[config.mk]
export PLATFORM = sky130hd
export DESIGN_NAME = serial_sub_ctrl
export DESIGN_NICKNAME = d
export VERILOG_FILES = /design/src/rtl/serial_sub_pkg.sv /design/src/rtl/fullsubtractor.sv /design/src/rtl/serial_sub_ctrl.sv
export SDC_FILE = /design/constraint.sdc
export NUM_CORES = 1
export LEC_CHECK = 0
export CORE_MARGIN = 5
export CORE_UTILIZATION = 45
export CTS_BUF_LIST = sky130_fd_sc_hd__clkbuf_16
export DETAILED_ROUTE_END_ITERATION = 16
export GPL_TIMING_DRIVEN = 0
export PLACE_DENSITY = 0.74
export SYNTH_ARGS = -nofsm -noshare
export SYNTH_HDL_FRONTEND = slang
export SYNTH_SLANG_ARGS = --single-unit
[constraint.sdc]
create_clock -name clk -period 1.9 [get_ports clk]
set_input_delay 0.475 -clock clk [delete_from_list [all_inputs] [get_ports clk]]
set_output_delay 0.475 -clock clk [all_outputs]
set_load 0.01 [all_outputs]
[src/rtl/serial_sub_pkg.sv]
// Shared definitions for the bit-serial subtract controller:
// FSM state encoding and the default operand width.
package serial_sub_pkg;

    localparam int DEF_WIDTH = 32;

    typedef enum logic [1:0] {
        ST_IDLE = 2'd0,
        ST_RUN  = 2'd1,
        ST_DONE = 2'd2
    } state_t;

endpackage : serial_sub_pkg

[src/rtl/fullsubtractor.sv]
// One-bit full subtractor cell: Diff = A - B - Bin, Bout is the borrow out.
module fullsubtractor (
    output logic Bout,
    output logic Diff,
    input  logic A,
    input  logic B,
    input  logic Bin
);

    assign Diff = A ^ B ^ Bin;
    assign Bout = (~A & B) | (~(A ^ B) & Bin);

endmodule : fullsubtractor

[src/rtl/serial_sub_ctrl.sv]
// Bit-serial subtractor: time-shares one fullsubtractor cell over WIDTH cycles
// to produce a - b with borrow, zero and signed-overflow flags.
module serial_sub_ctrl
    import serial_sub_pkg::*;
#(
    parameter int WIDTH = DEF_WIDTH
) (
    input  logic             clk,
    input  logic             rst,
    input  logic             start,
    input  logic [WIDTH-1:0] a,
    input  logic [WIDTH-1:0] b,
    output logic             busy,
    output logic             done,
    output logic [WIDTH-1:0] diff,
    output logic             borrow,
    output logic             zero,
    output logic             ovf
);

    localparam int              CNT_W    = (WIDTH > 1) ? $clog2(WIDTH) : 1;
    localparam logic [CNT_W-1:0] CNT_LAST = CNT_W'(WIDTH - 1);

    state_t           r_state;
    state_t           w_next;
    logic [WIDTH-1:0] r_a;
    logic [WIDTH-1:0] r_b;
    logic [CNT_W-1:0] r_cnt;
    logic             r_bor;
    logic             r_sticky;
    logic             r_a_msb;
    logic             r_b_msb;
    logic [WIDTH-1:0] r_diff;
    logic             r_borrow;
    logic             r_zero;
    logic             r_ovf;
    logic             w_diff;
    logic             w_bout;
    logic             w_last;

    fullsubtractor u_fs (
        .Bout (w_bout),
        .Diff (w_diff),
        .A    (r_a[0]),
        .B    (r_b[0]),
        .Bin  (r_bor)
    );

    assign w_last = (r_state == ST_RUN) && (r_cnt == CNT_LAST);

    // Next-state logic
    always_comb begin
        w_next = r_state;
        case (r_state)
            ST_IDLE: begin
                if (start) begin
                    w_next = ST_RUN;
                end else begin
                    w_next = ST_IDLE;
                end
            end
            ST_RUN: begin
                if (r_cnt == CNT_LAST) begin
                    w_next = ST_DONE;
                end else begin
                    w_next = ST_RUN;
                end
            end
            ST_DONE: w_next = ST_IDLE;
            default: w_next = ST_IDLE;
        endcase
    end

    // State register
    always_ff @(posedge clk) begin
        if (rst) begin
            r_state <= ST_IDLE;
        end else begin
            r_state <= w_next;
        end
    end

    // Operand shifters, borrow chain, counter and result registers.
    // The minuend shifter doubles as the result shifter: each Diff enters the
    // MSB as the consumed LSB leaves, so after the last bit it holds a - b.
    always_ff @(posedge clk) begin
        if (rst) begin
            r_a      <= '0;
            r_b      <= '0;
            r_cnt    <= '0;
            r_bor    <= 1'b0;
            r_sticky <= 1'b0;
            r_a_msb  <= 1'b0;
            r_b_msb  <= 1'b0;
            r_diff   <= '0;
            r_borrow <= 1'b0;
            r_zero   <= 1'b0;
            r_ovf    <= 1'b0;
        end else if ((r_state == ST_IDLE) && start) begin
            r_a      <= a;
            r_b      <= b;
            r_cnt    <= '0;
            r_bor    <= 1'b0;
            r_sticky <= 1'b0;
            r_a_msb  <= a[WIDTH-1];
            r_b_msb  <= b[WIDTH-1];
        end else if (r_state == ST_RUN) begin
            r_a      <= {w_diff, r_a[WIDTH-1:1]};
            r_b      <= {1'b0, r_b[WIDTH-1:1]};
            r_bor    <= w_bout;
            r_sticky <= r_sticky | w_diff;
            if (w_last) begin
                r_diff   <= {w_diff, r_a[WIDTH-1:1]};
                r_borrow <= w_bout;
                r_zero   <= ~(r_sticky | w_diff);
                r_ovf    <= (r_a_msb ^ r_b_msb) & (r_a_msb ^ w_diff);
            end else begin
                r_cnt    <= r_cnt + CNT_W'(1);
            end
        end else begin
            r_cnt    <= r_cnt;
        end
    end

    assign busy   = (r_state != ST_IDLE);
    assign done   = (r_state == ST_DONE);
    assign diff   = r_diff;
    assign borrow = r_borrow;
    assign zero   = r_zero;
    assign ovf    = r_ovf;

endmodule : serial_sub_ctrl

==> impl_results.md, run 1 <==
* Antenna violations before repair at 0
* Die area at 13400 µm²
* Std cell rows at 38
* Status: completed
* GR Overflow Total at 0
* Non-filler instance count after layout at 894
* Leak Pwr at 2.44 nW
* # DRC at 0
* Post-DP HPWL at 9.59 mm
* Max Slew Vio Count at 0
* GR peak layer: met2
* Critical Path RT at 1.42 ns
* Met2 usage at 34.4%
* GR Layer Usage met3 at 2.82%
* R2r setup slk at 0.06 ns
* Area Overhead vs Synth at 32.0%
* Multiplexer share of the synthesized area at 0.398%
* First-pass GRT wire length at 22.3 mm
* FFs w/ async S/R, synth at 0%
* Routability cong. at 0.793
* CTS tree: built
* Most frequent cell after synthesis: dfxtp_1
* Clk buf depth at 2
* Critical path class: flop to output pin
* M1 GR Usage at 26.9%
* Synth top cells by count: dfxtp_1 (110), a21oi_1 (102), nand2_1 (73)
* Max frequency at 542 MHz
* Final setup fails at 0
* Htree depth at 3
* Placed Instance Area at 6220 µm²
* Buffers on Ports at 102
* Maximum vdd ir drop at 0.482 mV
* Slew Limit Headroom at 57.7%
* # clock sinks at 110
* Placed Cells at 875
* I/O pins at 104
* Minimum clock period at 1.85 ns
* Fin crit share at 97.2%
* Worst Skew at 0.00497 ns
* Synthesis warning total at 0
* DR iter-0 viols at 222
* Die width at 116 µm
* Startpoint Class: flop
* Share of cells above drive strength 1 at 14.3%
* XOR/XNOR Fraction of Synth Area at 0.349%
* Vias in the first global route at 4711
* Initial Util at 46.2%
* Drt via density at 5.25
* Post-Syn Nets at 703
* Post-Layout Inst Area at 6630 µm²
* Final net count at 819
* # fillers at 962
* Top-area cell type share of the netlist area at 43.8%
* Max cap viols at 0
* WL final at 13.2 mm
* Min-delay worst type: flop to flop
* Worst-Margin Slew at 0.635 ns
* Yosys reg bits at 110
* Final core occ at 60.9%
* Synth area leader: dfxtp_1
* Syn_area_per_cell at 7.94 µm²
* Total power draw at 0.00508 W
* Final Hold Fails at 0
* Post-Syn Instances at 633
* Die extent in y at 116 µm
* Post-route ant nets at 0
* Via count at 4693
* Most used DFF post-synth: dfxtp_1
* Setup crit end kind: output pin
* Core area at 10900 µm²
* CP Max Fanout at 10
* Overall Global Routing Usage at 20.4%
* Critical Path, Cell by Cell: buf_6, buf_8, buf_6, or2_4, buf_6
* Arrival @ worst endpoint at 1.37 ns
* Synth cell types at 34
* Synth Area in Compound Gates at 11.2%
* CP dominant cell by count: buf_6
* Post-CTS Hold Buffers at 0
* Router iterations before antenna repair at 4
* WL per Instance at 14.8 µm
* Sequential cell area fraction in the yosys report at 43.8%
* CTS clock-pin slew for the worst setup and hold paths at 0.07 ns
* Post-Synth Adder-Cell Area at 0.896%
* Largest family of logic cells by synthesized area: simple AND/OR/NAND/NOR gates
* Root buf cell: clkbuf_16
* Worst Hold Slack at 0.455 ns
* RSZ-0062 raised after global routing: no
* Clock Latency Late Sink at 0.34 ns
* Inserted Diodes at 0
* Crit-path slowest cell: dfxtp_2
* Number of synthesized flops with an enable pin at 0
* Largest net degree at the start of global routing at 17
* CP peak stage delay at 0.32 ns
* Synth top area cells: dfxtp_1 (44%), a21oi_1 (10%), or3b_2 (8.2%), nand2b_1 (8.0%), nor3_1 (6.3%)
* TritonCTS Buffers at 9
* Synth Area in Simple Gates at 38.3%
* Synth Cell Area at 5030 µm²
* PwrDens at 766 nW/µm²
-- final cells by class --
cell class                 count  area, µm²  share of cell area, %
multi-input combinational    464       2610                   39.3
sequential                   110       2210                   33.3
timing repair buffer         105       1040                   15.7
buffer                        56        307                   4.62
clock buffer                   9        225                   3.40
tap                          140        175                   2.64
clock inverter                 7       57.6                  0.868
inverter                       3       11.3                  0.170
-- timing repair --
| action | in CTS | in global routing |
|---|---|---|
| setup endpoints to repair | 69 | 56 |
| pin swaps | 0 | 1 |
| resized for setup | 29 | 22 |
| setup buffers | 2 | 1 |
-- where the power goes --
group,switching [W],leakage [nW],internal (W)
Sequential,0.0000768,0.905,0.00244
Clock,0.000820,0.143,0.00100
Combinational,0.000346,1.40,0.000399
Total,0.00124,2.44,0.00384
-- path summary, 6_finish.rpt --
kind / startpoint / end / cells past startpoint
worst max-delay path: r_state[1] / busy / 5
worst max register to register: r_cnt[0] / r_cnt[3] / 6
worst min register to register: diff[9] / diff[9] / 2
worst min-delay path: diff[9] / diff[9] / 2
-- stage by stage --
stage | worst slack [ns] | TNS [ns]
floorplan | 0.0250 | 0
finish | 0.0540 | 0
global route | 0.00147 | 0
CTS | 0.0105 | 0
global placement | -0.438 | -23.86
detailed placement | -0.462 | -26.76
-- cell usage in the layout, fill, tap and decap left out, types with 2 or more instances in the layout --
| master | synthesis | routed |
|---|---|---|
| clkbuf_16 | 0 | 9 |
| nand2b_1 | 64 | 64 |
| buf_4 | 2 | 10 |
| clkinv_1 | 0 | 2 |
| a21oi_2 | 1 | 4 |
| a211oi_1 | 4 | 4 |
| nor3_1 | 63 | 63 |
| clkbuf_2 | 0 | 4 |
| nor2_1 | 71 | 71 |
| inv_1 | 3 | 5 |
| buf_6 | 0 | 4 |
| xnor2_1 | 2 | 2 |
| or3b_1 | 16 | 16 |
| clkdlybuf4s50_1 | 0 | 99 |
| clkbuf_4 | 0 | 3 |
| clkbuf_1 | 31 | 27 |
| buf_2 | 20 | 9 |
| nand2_1 | 73 | 73 |
| buf_1 | 3 | 2 |
| dfxtp_2 | 0 | 3 |
| a21oi_1 | 102 | 99 |
| mux2i_1 | 2 | 2 |
| or3b_2 | 47 | 47 |
| dfxtp_1 | 110 | 107 |
-- registers in the layout, indices dropped and copies added, names as in the netlist --
signal	count
borrow	1
diff	32
ovf	1
r_a	32
r_a_msb	1
r_b	32
r_b_msb	1
r_bor	1
r_cnt	5
r_state	2
r_sticky	1
zero	1
-- layer usage --
metal  share of wire [%]  wire [µm]
met1                  45       5920
met2                  48       6360
met3                 5.4        714
met4                 1.9        245
met5                   0          0
-- cell families after synthesis --
family,after synthesis
AOI/OAI and AO/OA,109
xor gates and xnor gates,2
DFF,110
and+or+nand+nor,348
muxes,2
adders and majority gates,3
buffers and inverters,59
-- critical path, delay by kind of cell, from the launching register on --
kind / cells / cell delay, ns
and+or+nand+nor: 1 / 0.24
DFF: 1 / 0.32
buffers and inverters: 4 / 0.47
Note: power is estimated with default switching activity, not from simulation.
==> run 2, diff against run 1 <==
CAP_MARGIN = 20   (was not set)
RECOVER_POWER = 100   (was not set)
==> run 2 against run 1 <==
  * First-iteration DRC count is 9.0% higher
  * Highest routed layer unchanged
  * Clock power hardly changed
  * Worst setup slack better by 0.0022 ns
  * Fmax is 0.12% higher
  * Power hardly changed
  * Utilization is 0.057 points lower
  * Global-route usage stayed put
==> impl_results.md, run 2 (synthesis gave the netlist of run 1 again) <==
* Status: completed
* Slew Limit Headroom at 57.0%
* GR Overflow Total at 0
* Die area at 13400 µm²
* Max frequency at 542 MHz
* PwrDens at 767 nW/µm²
* Worst Skew at 0.00486 ns
* Final setup fails at 0
* Placed Instance Area at 6220 µm²
* Hold path cells at 2
* CP top delay family: buffers and inverters
* Non-filler instance count after layout at 894
* Critical Path, Cell by Cell: buf_6, buf_8, buf_6, or2_4, buf_6
* Die width at 116 µm
* Inserted Diodes at 0
* Final net count at 819
* TritonCTS Buffers at 9
* Largest net degree at the start of global routing at 17
* Overall Global Routing Usage at 20.4%
* Leak Pwr at 2.57 nW
* Setup crit end kind: output pin
* # DRC at 0
* CTS clock-pin slew for the worst setup and hold paths at 0.07 ns
* Hold EP: diff[8]
* Final Hold Fails at 0
* I/O pins at 104
* Critical Path RT at 1.42 ns
* Post-route ant nets at 0
* First-pass GRT wire length at 22.3 mm
* Minimum clock period at 1.84 ns
* Setup TNS at 0 ns
* Clock Latency Late Sink at 0.34 ns
* Placed Cells at 875
* Fin crit share at 97.0%
* R2r setup slk at 0.06 ns
* Most frequent cells in the layout: dfxtp_1 (107), a21oi_1 (99), nand2_1 (73)
* Clk buf depth at 2
* Std cell rows at 38
* CP peak stage delay at 0.32 ns
* Post-DP HPWL at 9.59 mm
* Root buf cell: clkbuf_16
* Worst-Margin Slew at 0.645 ns
* Min-delay worst type: flop to flop
* Buffers on Ports at 102
* Max Slew Vio Count at 0
* Initial Util at 46.2%
* WL final at 13.2 mm
* WL per Instance at 14.8 µm
* Vias in the first global route at 4711
* Routability cong. at 0.793
* Post-Layout Inst Area at 6630 µm²
* Via count at 4701
* DR iter-0 viols at 242
* RSZ-0062 raised after global routing: no
* CP dominant cell by count: buf_6
* Maximum vdd ir drop at 0.480 mV
* Commonest non-fill, non-tap cell in the layout: dfxtp_1
* # clock sinks at 110
* Router iterations before antenna repair at 5
* Drt via density at 5.26
* CP Max Fanout at 10
* Worst reg-to-reg path cell count at 6
* Max cap viols at 0
* Arrival @ worst endpoint at 1.37 ns
* Critical path class: flop to output pin
* Hold Path Origin: diff[8]
* Core area at 10900 µm²
* CP bufs+invs at 4
* Reg-to-Reg End: r_cnt[3]
* Die extent in y at 116 µm
* Startpoint Class: flop
* Crit-path slowest cell: dfxtp_2
* Share of cells above drive strength 1 at 14.1%
* Area Overhead vs Synth at 31.8%
* Reg2reg start: r_cnt[0]
* Antenna violations before repair at 0
* CTS tree: built
* Htree depth at 3
-- run 2: how the worst max path moves through the flow --
| stage | startpoint | end | depth (start not counted) |
|---|---|---|---|
| 2_1_floorplan | r_cnt[0] | r_cnt[3] | 6 |
| 3_3_place_gp | r_state[1] | done | 5 |
| 3_5_place_dp | start | r_a[12] | 6 |
| 4_1_cts | start | r_b[15] | 6 |
| 5_1_grt | r_state[0] | r_a[1] | 7 |
| 6_report | r_state[1] | busy | 5 |
-- run 2: power breakdown --
part / internal, W / total (W) / switching (W)
clock: 0.00100 / 0.00182 / 0.000817
combinational: 0.000398 / 0.000745 / 0.000347
sequential: 0.00244 / 0.00252 / 0.0000765
-- run 2: repair_timing --
action                                  CTS  global route
hold buffers                              0             0
cloned                                    0             0
gates resized for setup                  29            22
endpoints found under the setup margin   69            56
hold endpoints to repair                  0             0
pin swaps                                 0             1
setup buffers                             2             1
-- run 2: final cells by class --
cell class,instances,area (µm²)
Buffer,56,307
Tap cell,140,175
Inverter,3,11.3
Fill cell,960,4260
Clock buffer,9,225
Clock inverter,7,57.6
Sequential cell,110,2210
Timing Repair Buffer,105,1040
Multi-Input combinational cell,464,2600
-- run 2: through the flow --
stage	setup slack, ns	hold slack [ns]	total power, W	util, %
CTS	0.0105	0.455	0.00510	60.6
floorplan	0.0250	0.431	0.00302	-
global placement	-0.438	0.446	0.00326	57.1
detailed placement	-0.462	0.446	0.00329	57.1
finish	0.0562	0.452	0.00508	60.9
global route	0.00218	0.477	0.00531	60.9
-- run 2: metal layers --
layer  global-route usage [%]  share of wire, %  vias up
li1                         -                 -     2356
met3                     2.82               5.1       21
met1                     26.9                45     2207
met5                        0                 0        -
met4                     7.50               2.1        0
met2                     34.4                48      117
-- run 2: tightest hold or removal path, stage by stage, from the launching register on --
cell and delay [ns]:
dfxtp_1 0.31, nand2_1 0.05, a21oi_1 0.05
